--- src/rtl/mat_rd_prefetch.sv ---
// mat_rd_prefetch
//   Sequential read prefetcher sitting between the GSIM solver and the
//   matrix memory. The solver sees an in-order, single-beat memory; behind
//   it a small buffer holds words fetched ahead at ascending addresses.
//   A non-sequential read flushes the buffer and marks every response still
//   in flight as stale so it is dropped on arrival.
//
//   Bookkeeping model:
//     - tag FIFO holds the address of every issued, not yet answered read,
//       including the stale ones; the oldest drop_cnt entries are stale.
//     - buffer FIFO holds {tag, data} of answered, not yet consumed reads.
//     - occupancy = buffered + in flight, bounded by DEPTH.
module mat_rd_prefetch #(
   parameter int DATA_W = 256,
   parameter int ADDR_W = 10,
   parameter int DEPTH  = 4
) (
   input  logic              i_clk,
   input  logic              i_rst_n,
   input  logic              s_rreq,
   input  logic [ADDR_W-1:0] s_addr,
   output logic              s_rrdy,
   output logic [DATA_W-1:0] s_dout,
   output logic              s_dout_vld,
   output logic              m_rreq,
   output logic [ADDR_W-1:0] m_addr,
   input  logic              m_rrdy,
   input  logic [DATA_W-1:0] m_dout,
   input  logic              m_dout_vld
);

   localparam int                PTR_W    = $clog2(DEPTH);
   localparam int                CNT_W    = $clog2(DEPTH + 1);
   localparam logic [ADDR_W-1:0] ADDR_MAX = '1;

   // Classification of a solver accept, decided on the accept cycle.
   typedef enum logic [1:0] {
      ACC_NONE,
      ACC_HIT,
      ACC_PEND,
      ACC_MISS
   } acc_e;

   // ---------------------------------------------------------------------
   // State
   // ---------------------------------------------------------------------
   logic [ADDR_W-1:0] buf_tag  [DEPTH];
   logic [DATA_W-1:0] buf_data [DEPTH];
   logic [PTR_W-1:0]  buf_rd;
   logic [PTR_W-1:0]  buf_wr;
   logic [CNT_W-1:0]  buf_cnt;

   logic [ADDR_W-1:0] tag_mem  [DEPTH];
   logic [PTR_W-1:0]  tag_rd;
   logic [PTR_W-1:0]  tag_wr;
   logic [CNT_W-1:0]  tag_cnt;

   logic [CNT_W-1:0]  drop_cnt;
   logic [ADDR_W-1:0] pf_addr;
   logic              pf_stop;
   logic              pend;
   logic [ADDR_W-1:0] pend_addr;

   // ---------------------------------------------------------------------
   // Decode
   // ---------------------------------------------------------------------
   logic [CNT_W:0]    occ;
   logic              accept;
   logic              issue;
   acc_e              acc;
   logic [PTR_W-1:0]  live_ptr;
   logic              live_vld;
   logic              rsp;
   logic              rsp_drop;
   logic              rsp_live;
   logic              rsp_fwd;
   logic              rsp_push;
   logic [ADDR_W-1:0] rsp_tag;
   logic              hit_pop;
   logic [CNT_W-1:0]  tag_cnt_nxt;
   logic [PTR_W-1:0]  buf_wr_nxt;

   // Interface handshakes depend on registered state only.
   assign occ    = {1'b0, buf_cnt} + {1'b0, tag_cnt};
   assign s_rrdy = !pend;
   assign m_rreq = !pf_stop && (occ < (CNT_W + 1)'(DEPTH));
   assign m_addr = pf_addr;
   assign accept = s_rreq && s_rrdy;
   assign issue  = m_rreq && m_rrdy;

   // Oldest in-flight entry that is not stale (only meaningful if live_vld).
   assign live_ptr = tag_rd + drop_cnt[PTR_W-1:0];
   assign live_vld = tag_cnt > drop_cnt;

   // Classify the solver accept against the pre-update state.
   // NOTE: every signal assigned in always_comb gets a default first, so no
   // path through the block can leave it unassigned and infer a latch.
   always_comb begin
      acc = ACC_NONE;
      if (accept) begin
         if ((buf_cnt != '0) && (buf_tag[buf_rd] == s_addr)) begin
            acc = ACC_HIT;
         end else if ((buf_cnt == '0) && live_vld && (tag_mem[live_ptr] == s_addr)) begin
            acc = ACC_PEND;
         end else begin
            acc = ACC_MISS;
         end
      end
   end

   // Route an arriving memory response: drop, forward to solver, or buffer.
   always_comb begin
      rsp      = m_dout_vld && (tag_cnt != '0);
      rsp_drop = rsp && (drop_cnt != '0);
      rsp_live = rsp && (drop_cnt == '0);
      rsp_tag  = tag_mem[tag_rd];
      // A pending-hit accept whose word lands in the same cycle is answered
      // straight away; otherwise the word would go to the buffer while pend
      // waits for it in flight.
      rsp_fwd  = rsp_live && ((pend && (rsp_tag == pend_addr)) || (acc == ACC_PEND));
      rsp_push = rsp_live && !rsp_fwd;
      hit_pop  = (acc == ACC_HIT);

      tag_cnt_nxt = tag_cnt + CNT_W'(issue) - CNT_W'(rsp);
      buf_wr_nxt  = buf_wr + PTR_W'(rsp_push);
   end

   // ---------------------------------------------------------------------
   // Control registers
   // ---------------------------------------------------------------------
   // Pointer, counter, prefetch and pending-request bookkeeping.
   // NOTE: sequential state uses non-blocking assignments only, so every
   // register samples pre-edge values regardless of statement order.
   always_ff @(posedge i_clk or negedge i_rst_n) begin
      if (!i_rst_n) begin
         tag_rd    <= '0;
         tag_wr    <= '0;
         tag_cnt   <= '0;
         buf_rd    <= '0;
         buf_wr    <= '0;
         buf_cnt   <= '0;
         drop_cnt  <= '0;
         pf_addr   <= '0;
         pf_stop   <= 1'b1;
         pend      <= 1'b0;
         pend_addr <= '0;
      end else begin
         // In-flight tag FIFO: push on issue, pop on any counted response.
         if (issue) begin
            tag_wr <= tag_wr + PTR_W'(1);
         end
         if (rsp) begin
            tag_rd <= tag_rd + PTR_W'(1);
         end
         tag_cnt <= tag_cnt_nxt;

         // Buffer FIFO: a miss flushes after this cycle's push.
         buf_wr <= buf_wr_nxt;
         if (acc == ACC_MISS) begin
            buf_rd  <= buf_wr_nxt;
            buf_cnt <= '0;
         end else begin
            buf_rd  <= buf_rd + PTR_W'(hit_pop);
            buf_cnt <= buf_cnt + CNT_W'(rsp_push) - CNT_W'(hit_pop);
         end

         // On a miss everything still in flight, including this cycle's
         // issue, becomes stale.
         if (acc == ACC_MISS) begin
            drop_cnt <= tag_cnt_nxt;
         end else begin
            drop_cnt <= drop_cnt - CNT_W'(rsp_drop);
         end

         // Prefetch address: restart at the miss address, stop at the top.
         if (acc == ACC_MISS) begin
            pf_addr <= s_addr;
            pf_stop <= 1'b0;
         end else if (issue) begin
            if (pf_addr == ADDR_MAX) begin
               pf_stop <= 1'b1;
            end else begin
               pf_addr <= pf_addr + ADDR_W'(1);
            end
         end

         // A request waits for its word while it is still in flight.
         if ((acc == ACC_MISS) || ((acc == ACC_PEND) && !rsp_live)) begin
            pend      <= 1'b1;
            pend_addr <= s_addr;
         end else if (rsp_fwd) begin
            pend      <= 1'b0;
         end
      end
   end

   // ---------------------------------------------------------------------
   // Storage
   // ---------------------------------------------------------------------
   // Tag and data arrays; written on issue and on buffered responses.
   // NOTE: storage arrays carry no reset; the counters above define which
   // entries are valid, so stale contents are never observed.
   always_ff @(posedge i_clk) begin
      if (issue) begin
         tag_mem[tag_wr] <= pf_addr;
      end
      if (rsp_push) begin
         buf_tag[buf_wr]  <= rsp_tag;
         buf_data[buf_wr] <= m_dout;
      end
   end

   // ---------------------------------------------------------------------
   // Solver read data
   // ---------------------------------------------------------------------
   // Registered read data: a buffer hit or a forwarded memory response.
   always_ff @(posedge i_clk or negedge i_rst_n) begin
      if (!i_rst_n) begin
         s_dout     <= '0;
         s_dout_vld <= 1'b0;
      end else begin
         s_dout_vld <= hit_pop || rsp_fwd;
         if (hit_pop) begin
            s_dout <= buf_data[buf_rd];
         end else if (rsp_fwd) begin
            s_dout <= m_dout;
         end
      end
   end

endmodule

--- config.mk ---
export PLATFORM = sky130hd
export DESIGN_NAME = mat_rd_prefetch
export DESIGN_NICKNAME = d
export VERILOG_FILES = /design/src/rtl/mat_rd_prefetch.sv
export SDC_FILE = /design/constraint.sdc
export NUM_CORES = 1
export LEC_CHECK = 0
export CORE_UTILIZATION = 57
export CTS_CLUSTER_DIAMETER = 30
export CTS_CLUSTER_SIZE = 14
export DETAILED_ROUTE_END_ITERATION = 7
export PLACE_DENSITY = 0.84
export SLEW_MARGIN = 20
export SYNTH_ARGS = -nofsm -noshare
export SYNTH_HDL_FRONTEND = slang
export SYNTH_SLANG_ARGS = --single-unit
--- constraint.sdc ---
create_clock -name i_clk -period 41 [get_ports i_clk]
set_input_delay 8.2 -clock i_clk [delete_from_list [all_inputs] [get_ports i_clk]]
set_output_delay 8.2 -clock i_clk [all_outputs]
set_load 0.005 [all_outputs]
; ---- Word level (Yosys, flattened, before mapping)
; Memories as Yosys holds them, arrays and structs flattened.
; Cells that the tools add are included.
[totals]
register_bits = 296
ramBits = 1104
inputBits = 271
out_inout_bits = 269
memories = 3
[classes]
add_sub_neg = 12
n_lt_le_gt_ge = 2
n_eq_ne = 8
n_mux = 20
reduce_logical = 31
[memory_table]
columns = memory, depth, word_bits, rd, rd_clocked_by_memory_dff, wr, line_no
row1 = buf_data, 4, 256, 1, 0, 1, 48  ; logic [DATA_W-1:0] buf_data [DEPTH];
row2 = buf_tag, 4, 10, 1, 0, 1, 47  ; logic [ADDR_W-1:0] buf_tag [DEPTH];
row3 = tag_mem, 4, 10, 2, 0, 1, 53  ; logic [ADDR_W-1:0] tag_mem [DEPTH];
[op_table]
columns = op, n
row1 = 2-to-1 mux 256 bit, 2
row2 = equality test 10 bit, 3
row3 = 2-to-1 mux 10 bit, 3
row4 = logical AND 1 bit, 13
row5 = "adder 10 x 1 -> 10 bit, second input constant", 1
row6 = "equality test 10 bit, second input constant", 1
row7 = 2-to-1 mux 1 bit, 10
row8 = nonzero test 3 bit, 3
row9 = subtractor 3 x 1 -> 3 bit, 3
row10 = nonzero test 2 bit, 4
row11 = adder 3 x 1 -> 3 bit, 2
row12 = logical NOT 3 bit, 2
row13 = 2-to-1 mux 2 bit, 3
row14 = 2-to-1 mux 3 bit, 2
row15 = adder 2 x 1 -> 2 bit, 2
row16 = "adder 2 x 1 -> 2 bit, second input constant", 2
row17 = adder 3 x 3 -> 4 bit, 1
row18 = "equality test 2 bit, second input constant", 2
row19 = logical NOT 1 bit, 4
row20 = "< comparator 4 x 3 -> 1 bit, second input constant", 1
row21 = AND reduction 2 bit, 2
row22 = greater-than comparator 3 bit, 1
row23 = logical OR 1 bit, 3
row24 = adder 2 bit, 1
row25 = other kinds (2), 2

; ---- Depth between registers and ports, before layout
; Gate-level depths: netlist (run 1).
; An unclocked memory read counts as a cell.
[logic_depth]
depth_word = 15
depth_mapped = 16

; ---- Worst setup path after synthesis (run 1)
; Ideal clock, no wire load.
[synth_timing]
path_kind = input to register
startpoint = input port s_addr[9]
endpoint = memory buf_data[0][0] (enable)
arrival_time_ps = 36488
required_ps = 39361
path_slack_ps = 2873
path_stages = 6
path_cell_list = xnor2_1 -> nor4_1 -> mux2_2 -> a21boi_0 -> a31oi_1 -> nor4b_1
[synth_between]
elab_chain_cells = 12
[synth_rtl]
columns = element, line_no
row1 = from (decl), 21  ; input logic [ADDR_W-1:0] s_addr,
row2 = equality test 10 bit, 103  ; end else if ((buf_cnt == '0) && live_vld && (tag_mem[live_ptr] == s_addr)) begin
row3 = logical AND 1 bit, 103
row4 = 2-to-1 mux 1 bit, 103
row5 = 2-to-1 mux 2 bit (*), 101  ; if ((buf_cnt != '0) && (buf_tag[buf_rd] == s_addr)) begin
row6 = 2-to-1 mux 2 bit (*), 100  ; if (accept) begin
row7 = equality test 2 bit (*), 120  ; rsp_fwd = rsp_live && ((pend && (rsp_tag == pend_addr)) || (acc == ACC_PEND));
row8 = logical OR 1 bit (*), 120
row9 = logical AND 1 bit (*), 120
row10 = logical NOT 1 bit (*), 121  ; rsp_push = rsp_live && !rsp_fwd;
row11 = logical AND 1 bit (*), 121
row12 = 2-to-1 mux 1 bit (*), 207  ; if (rsp_push) begin
row13 = 2-to-1 mux 1 bit (implied by the code) (*), 209  ; buf_data[buf_wr] <= m_dout;
row14 = to (decl), 48
; Every way passes the cells marked *; elsewhere a longest branch is shown, timed or not.

; ---- Worst setup path after layout (run 1)
[layout_timing]
startpoint = input port s_addr[9]
endpoint = memory buf_data[2][69] (enable)
; The elaborated chain is that of the path after synthesis.

==> reports/metrics.yaml, run 1 <==
run_status:
  status: "finished, final reports clean"
timing:
  setup_viol: 0
  timing.fmax_mhz: 78.9
  drv_slew: 0
  finalCritPeriodShare_pct: 30.9
  relSlewSlack_pct: 23.3
  rsz0062_at_grt: "no"
  setup_slack_ns: 28.33
  hold_viol: 0
  fin_worst_skew_ns: 0.0761
  min_period_ns: 12.67
  setup_tns_ns: 0
  worst_slew_pin_slew_ns: 1.15
  holdWs_ns: 0.516
worst_hold_path:
  holdCritPathClass: "reg -> reg"
critical_path:
  cp_cell_sequence: "clkdlybuf4s50_1 > xnor2_1 > nor4_1 > mux2_2 > a21boi_0 > a31oi_1 > and4b_4 > buf_4 > buf_4"
  cp_data_arrival_time_ns: 13.06
  critPathMaxStageDelay_ns: 0.91
  cp-end-kind: "register"
  crit_family: "buffers and inverters"
  critPathMostFrequentCell: "buf_4"
  worstSetupPathType: "in -> reg"
  startpoint_type: "primary input"
  required_ns: 41.40
  worst-path-buf-inv: 3
  path_max_fanout: 60
  crit_slowest_cell: "and4b_4"
floorplanning:
  core-area_um2: 98700
  row_count: 115
  die_y_um: 318
  die_area_um2: 101000
  die_w_um: 318
  start_util_pct: 57.8
  design.portCount: 540
power:
  ir_worst_vdd_mv: 0.0604
  power_leakage_nw: 25.9
  p_per_area_nw_per_um2: 63.2
  power.share.combinational_pct: 17.0
  p_seq_share_pct: 38.0
  switching_share_pct: 26.5
  p_clk_share_pct: 45.0
  netSwitchingPower_w: 0.00120
  p_int_w: 0.00334
finish:
  syn2layout_area_growth_pct: 26.1
  fillers: 5357
  multi_input_area_um2: 15300
  register_area_um2: 40600
  drive_above_1_share_pct: 25.3
  final_nets: 4037
logic_synthesis:
  yosysWarnings: 0
  ys_ff_latch: 1400
  synth_edf_count: 1104
  seq_area_frac_synth_pct: 71.1
  synth_area_leaders: "edfxtp_1 58%, dfrtp_1 13%, mux4_2 11%"
  synthCells: 3182
  async_reset_ff_share_pct: 21.1
  yosys.area.top_type: "edfxtp_1"
  yosysMostFrequentCell: "edfxtp_1"
  avgSynthCellArea_um2: 17.9
  yosysUniqueCellTypes: 47
  yosys.area.top_type_share_pct: 58.1
  synth_area_um2: 57000
  synth_common_cells: "1104 x edfxtp_1, 524 x nand2_1, 295 x dfrtp_1, 280 x mux4_2, 256 x o2111ai_1"
  syn_nets: 3474
  synthFlopType: "edfxtp_1"
drt:
  initialDrtViolationCount: 3800
  drc_errors: 0
  avgRoutedWirePerCell_um: 28.7
  vias_per_cell: 6.59
  wl_um: 152000
  num_vias: 34800
  drtPass1Iterations: 6
  ant_nets: 0
placement:
  io_buffers: 539
  post-place-ws_ns: 27.64
  dp_hpwl_um: 80200
  finalWeightedCongestion: 0.848
clocking:
  cts_made_buffers: 235
  hold_buffers: 0
  postCtsSetupBuffers: 0
  cts_tree: "yes"
  cts.sinks: 1400
  clkLatencyLatePin_ns: 0.84
  h-tree-depth: 4
  root_buffer: "clkbuf_16"
  clk_pin_slew_ns: 0.05
  cts_resized: 0
  cts_buffer_depth: 3
global_route:
  antenna_found_initial: 39
  grt_max_degree: 139
  grt_overflow: 0
  grt_pass1_vias: 36500
  grt_usage_pct: 29.9
  grt_first_pass_wirelength_um: 229000
run:
  cap_violations: 0
stage by stage:
step	cells	util, %	area [µm²]	total power [W]
detailed placement	4794	64.2	63300	0.00250
CTS	5246	72.7	71800	0.00456
floorplan	3182	-	57000	0.00230
finish	5280	72.8	71900	0.00454
global placement	4794	64.2	63300	0.00249
global route	5278	72.8	71900	0.00468
registers in the layout, indices dropped and copies added, names as in the netlist, 2 cells and up:
name and cells:
tag_mem 40, tag_wr 2, pend_addr 10, m_addr 10, tag_rd 2, buf_wr 2
buf_tag 40, tag_cnt 3, buf_rd 2, buf_data 1024, buf_cnt 3, s_dout 256
drop_cnt 3
worst register-to-register path: stages, from the launching register on:
cell and delay (ns):
dfrtp_4 0.74, buf_4 0.81, mux4_2 0.65, xnor2_1 0.19
nand3_1 0.17, nor2_1 0.27, a21boi_0 0.30, a31oi_1 0.44
and4b_4 0.91, buf_4 0.87, buf_4 0.90
path summary, 6_finish.rpt:
| kind | start | end | slack (ns) | cells past startpoint |
|---|---|---|---|---|
| setup / recovery | s_addr[9] | buf_data[2][69] | 28.33 | 9 |
| hold / removal | pend_addr[1] | pend_addr[1] | 0.52 | 1 |
| setup reg to reg | buf_rd[0] | buf_data[2][69] | 34.28 | 10 |
| hold reg to reg | pend_addr[1] | pend_addr[1] | 0.52 | 1 |
| max in group asynchronous | i_rst_n | s_dout[18] | 31.21 | 3 |
| min in group asynchronous | i_rst_n | buf_rd[0] | 7.41 | 1 |
layer usage:
metal	vias up	global-route usage (%)	part of all wire [%]
met2	2217	47.1	49
met1	18000	39.0	36
met4	16	16.1	5.2
met3	442	6.82	8.8
met5	-	0	0.074
li1	14100	-	-
power groups by stage:
stage	Sequential, W	Clock [W]	Combinational (W)
after floorplan	0.00175	0	0.000551
after global routing	0.00173	0.00213	0.000821
after CTS	0.00173	0.00206	0.000764
after detailed placement	0.00176	0	0.000746
after global placement	0.00175	0	0.000735
final	0.00173	0.00205	0.000770
area by class of cell:
type,count,area share (%)
Sequential cell,1400,56.4
Multi-Input combinational cell,1499,21.2
Clock buffer,278,8.63
Timing Repair Buffer,591,8.13
Clock inverter,174,3.13
Tap cell,1287,2.24
Antenna cell,33,0.115
Inverter,18,0.104
cells by family (layout without fill, tap and decap cells):
logic type                 count (synthesis)  in the layout  share of synthesized area, %
other                                      0             33                             0
xor gates and xnor gates                  53             53                         0.838
adders and majority gates                 21             21                         0.487
AOI/OAI and AO/OA                        527            527                          9.44
DFF                                     1400           1400                          71.1
and+or+nand+nor                          576            576                          4.04
buffers and inverters                    283           1061                          2.24
muxes                                    322            322                          11.8
placed cells by master, fill, tap and decap left out, types with 11 or more instances in the layout:
cell type | synthesis | final
buf_4 | 2 | 47
bufinv_16 | 0 | 31
clkbuf_1 | 203 | 27
clkbuf_16 | 0 | 235
clkbuf_8 | 0 | 16
clkdlybuf4s50_1 | 0 | 538
clkinv_1 | 1 | 11
clkinv_16 | 0 | 11
clkinv_2 | 0 | 28
clkinv_4 | 0 | 34
clkinvlp_4 | 0 | 25
dfrtp_1 | 295 | 293
diode_2 | 0 | 33
edfxtp_1 | 1104 | 1104
ha_1 | 19 | 19
inv_1 | 17 | 17
inv_6 | 0 | 30
mux2_2 | 16 | 16
mux2i_1 | 17 | 17
mux4_2 | 280 | 280
nand2_1 | 524 | 524
nand4_1 | 11 | 11
o2111ai_1 | 256 | 256
o211ai_1 | 32 | 32
o211ai_2 | 224 | 224
xnor2_1 | 39 | 39
xor2_1 | 13 | 13
Note: power is estimated with default switching activity, not from simulation.
==> run 2: changes to the inputs <==
Settings changed: CORE_UTILIZATION 57 to 52, PLACE_DENSITY 0.84 to 0.81.
Clock period 41 ns to 11.1 ns, I/O delays scaled along.
==> run 2 against run 1 <==
Compared with the run above:
- first-iteration DRC count fell by 20%
- register-to-register slack got worse by 29 ns
- critical endpoint is now s_dout[251]
- via count fell by 2.6%
- utilization fell by 6.3 points
- flip-flop and latch count did not move
- hold slack got worse by 0.0046 ns
- clock skew fell by 0.031 ns
- design area rose by 0.69%
- clock-buffer cell count rose by 4
- die area rose by 9.6%
==> reports/metrics.yaml, run 2 (same netlist as run 1, synthesis figures left out) <==
run_status:
  status: "finished, final reports clean"  # unchanged
power:
  ir_worst_vdd_mv: 0.170  # was 0.0604 mV
  power.share.combinational_pct: 16.4  # was 17.0%
  netSwitchingPower_w: 0.00428  # was 0.00120 W
  p_seq_share_pct: 37.8  # was 38.0%
  switching_share_pct: 25.3  # was 26.5%
  p_per_area_nw_per_um2: 234  # was 63.2 nW/µm²
  p_clk_share_pct: 45.8  # was 45.0%
  p_int_w: 0.0126  # was 0.00334 W
  power_leakage_nw: 26.0  # was 25.9 nW
timing:
  rsz0062_at_grt: "no"  # unchanged
  drv_slew: 0  # unchanged
  timing.fmax_mhz: 162
  relSlewSlack_pct: 13.2  # was 23.3%
  min_period_ns: 6.18
  setup_viol: 0  # unchanged
  worst_slew_pin_slew_ns: 1.30  # was 1.15 ns
  finalCritPeriodShare_pct: 55.6
  fin_worst_skew_ns: 0.0449  # was 0.0761 ns
  setup_tns_ns: 0  # unchanged
  hold_viol: 0  # unchanged
  setup_slack_ns: 4.92  # was 28.33 ns
floorplanning:
  die_w_um: 333  # was 318 µm
  start_util_pct: 52.4  # was 57.8%
  row_count: 121  # was 115
  design.portCount: 540  # unchanged
  die_y_um: 333  # was 318 µm
  die_area_um2: 111000  # was 101000 µm²
  core-area_um2: 109000  # was 98700 µm²
global_route:
  grt_usage_pct: 26.2  # was 29.9%
  grt_overflow: 0  # unchanged
  antenna_found_initial: 33  # was 39
  grt_max_degree: 206  # was 139
  grt_first_pass_wirelength_um: 222000  # was 229000 µm
  grt_pass1_vias: 35800  # was 36500
drt:
  initialDrtViolationCount: 3059  # was 3800
  drtPass1Iterations: 6  # unchanged
  ant_nets: 0  # unchanged
  num_vias: 33900  # was 34800
  drc_errors: 0  # unchanged
  vias_per_cell: 6.28  # was 6.59
  wl_um: 145000  # was 152000 µm
  avgRoutedWirePerCell_um: 26.9  # was 28.7 µm
placement:
  dp_hpwl_um: 78200  # was 80200 µm
  finalWeightedCongestion: 0.826  # was 0.848
  dp_cells: 4915  # was 4794
  io_buffers: 539  # unchanged
  post-place-ws_ns: 4.26  # was 27.64 ns
critical_path:
  cp-end-kind: "register"  # unchanged
  required_ns: 11.80  # was 41.40 ns
  worstSetupPathType: "in -> reg"  # unchanged
  startpoint_type: "primary input"  # unchanged
  cp_data_arrival_time_ns: 6.88  # was 13.06 ns
  path_max_fanout: 73  # was 60
finish:
  multi_input_area_um2: 15400  # was 15300 µm²
  top_regs: "buf_data x1024, s_dout x256"  # unchanged
  final_cell_mix: "1104 x edfxtp_1, 538 x clkdlybuf4s50_1, 524 x nand2_1"  # unchanged
  regMostFlops: "buf_data"  # unchanged
  utilization_pct: 66.5  # was 72.8%
  final_nets: 4035  # was 4037
  fillers: 6773  # was 5357
  final_common_cell: "edfxtp_1"  # unchanged
  drive_above_1_share_pct: 25.3  # unchanged
  largest_register_ffs: 1024  # unchanged
  instances_no_fill: 5396  # was 5280
  register_area_um2: 40600  # unchanged
  syn2layout_area_growth_pct: 26.9  # was 26.1%
clocking:
  clk_pin_slew_ns: 0.05  # about the same
  cts_made_buffers: 240  # was 235
  cts_resized: 0  # unchanged
  clkLatencyLatePin_ns: 0.80  # was 0.84 ns
  cts_tree: "yes"  # unchanged
  root_buffer: "clkbuf_16"  # unchanged
  hold_buffers: 0  # unchanged
  h-tree-depth: 4  # unchanged
  cts_buffer_depth: 3  # unchanged
  cts.sinks: 1400  # unchanged
  postCtsSetupBuffers: 0  # unchanged
run:
  cap_violations: 0  # unchanged
worst_hold_path:
  holdCritPathClass: "reg -> reg"  # unchanged
## run 2: cell types whose count changed in the layout (fill, tap and decap cells not counted), sizes merged
cell and delta:
clkinvlp +12, clkinv -5, buf -7, inv -17
diode -11, clkbuf +4, bufinv +13
## run 2: per-layer routing
| metal | share of wire (%) | vias up | track usage, % |
|---|---|---|---|
| met5 | 0.086 | - | 0 |
| met4 | 4.2 | 18 | 12.3 |
| met3 | 8.2 | 348 | 6.15 |
| met2 | 50 | 1769 | 42.2 |
| met1 | 38 | 17600 | 34.0 |
| li1 | - | 14100 | - |
## run 2: power by group through the flow
stage | logic [W] | registers [W] | clock network [W]
2_1_floorplan | 0.00205 | 0.00640 | 0
5_1_grt | 0.00298 | 0.00644 | 0.00806
3_5_place_dp | 0.00277 | 0.00649 | 0
6_report | 0.00278 | 0.00640 | 0.00775
3_3_place_gp | 0.00272 | 0.00647 | 0
4_1_cts | 0.00281 | 0.00640 | 0.00782
## run 2: final cells by class
class / instances / share of cell area, %
Antenna cell: 22 / 0.0760
Clock buffer: 282 / 8.73
Clock inverter: 177 / 3.29
Inverter: 18 / 0.104
Multi-Input combinational cell: 1499 / 21.2
Sequential cell: 1400 / 56.0
Tap cell: 1414 / 2.44
Timing Repair Buffer: 584 / 8.12
## run 2: worst paths after layout
kind | cells after the start | end | from | slack [ns]
worst min register to register | 1 | pend_addr[4] | pend_addr[4] | 0.51
worst min-delay path | 1 | pend_addr[4] | pend_addr[4] | 0.51
min in group asynchronous | 1 | pend_addr[8] | i_rst_n | 1.49
max in group asynchronous | 3 | s_dout[40] | i_rst_n | 7.50
worst max-delay path | 10 | s_dout[251] | s_addr[1] | 4.92
worst max register to register | 10 | s_dout[251] | tag_rd[0] | 5.38
## run 2: metrics by stage
stage / total power [W] / hold WS, ns / instance area [µm²]
final: 0.0169 / 0.512 / 72400
after global routing: 0.0175 / 0.541 / 72400
after CTS: 0.0170 / 0.517 / 72300
after detailed placement: 0.00925 / 0.503 / 63600
after global placement: 0.00919 / 0.497 / 63600
after floorplan: 0.00844 / 0.486 / 57100
## run 2: worst max-delay path, stage by stage
cell             delay (ns)
clkdlybuf4s50_1        0.72
xnor2_4                0.26
nor4_2                 0.36
mux2i_1                0.18
o311ai_4               0.26
buf_4                  0.56
buf_4                  0.77
buf_4                  0.88
o2111ai_1              0.32
o211ai_2               0.17
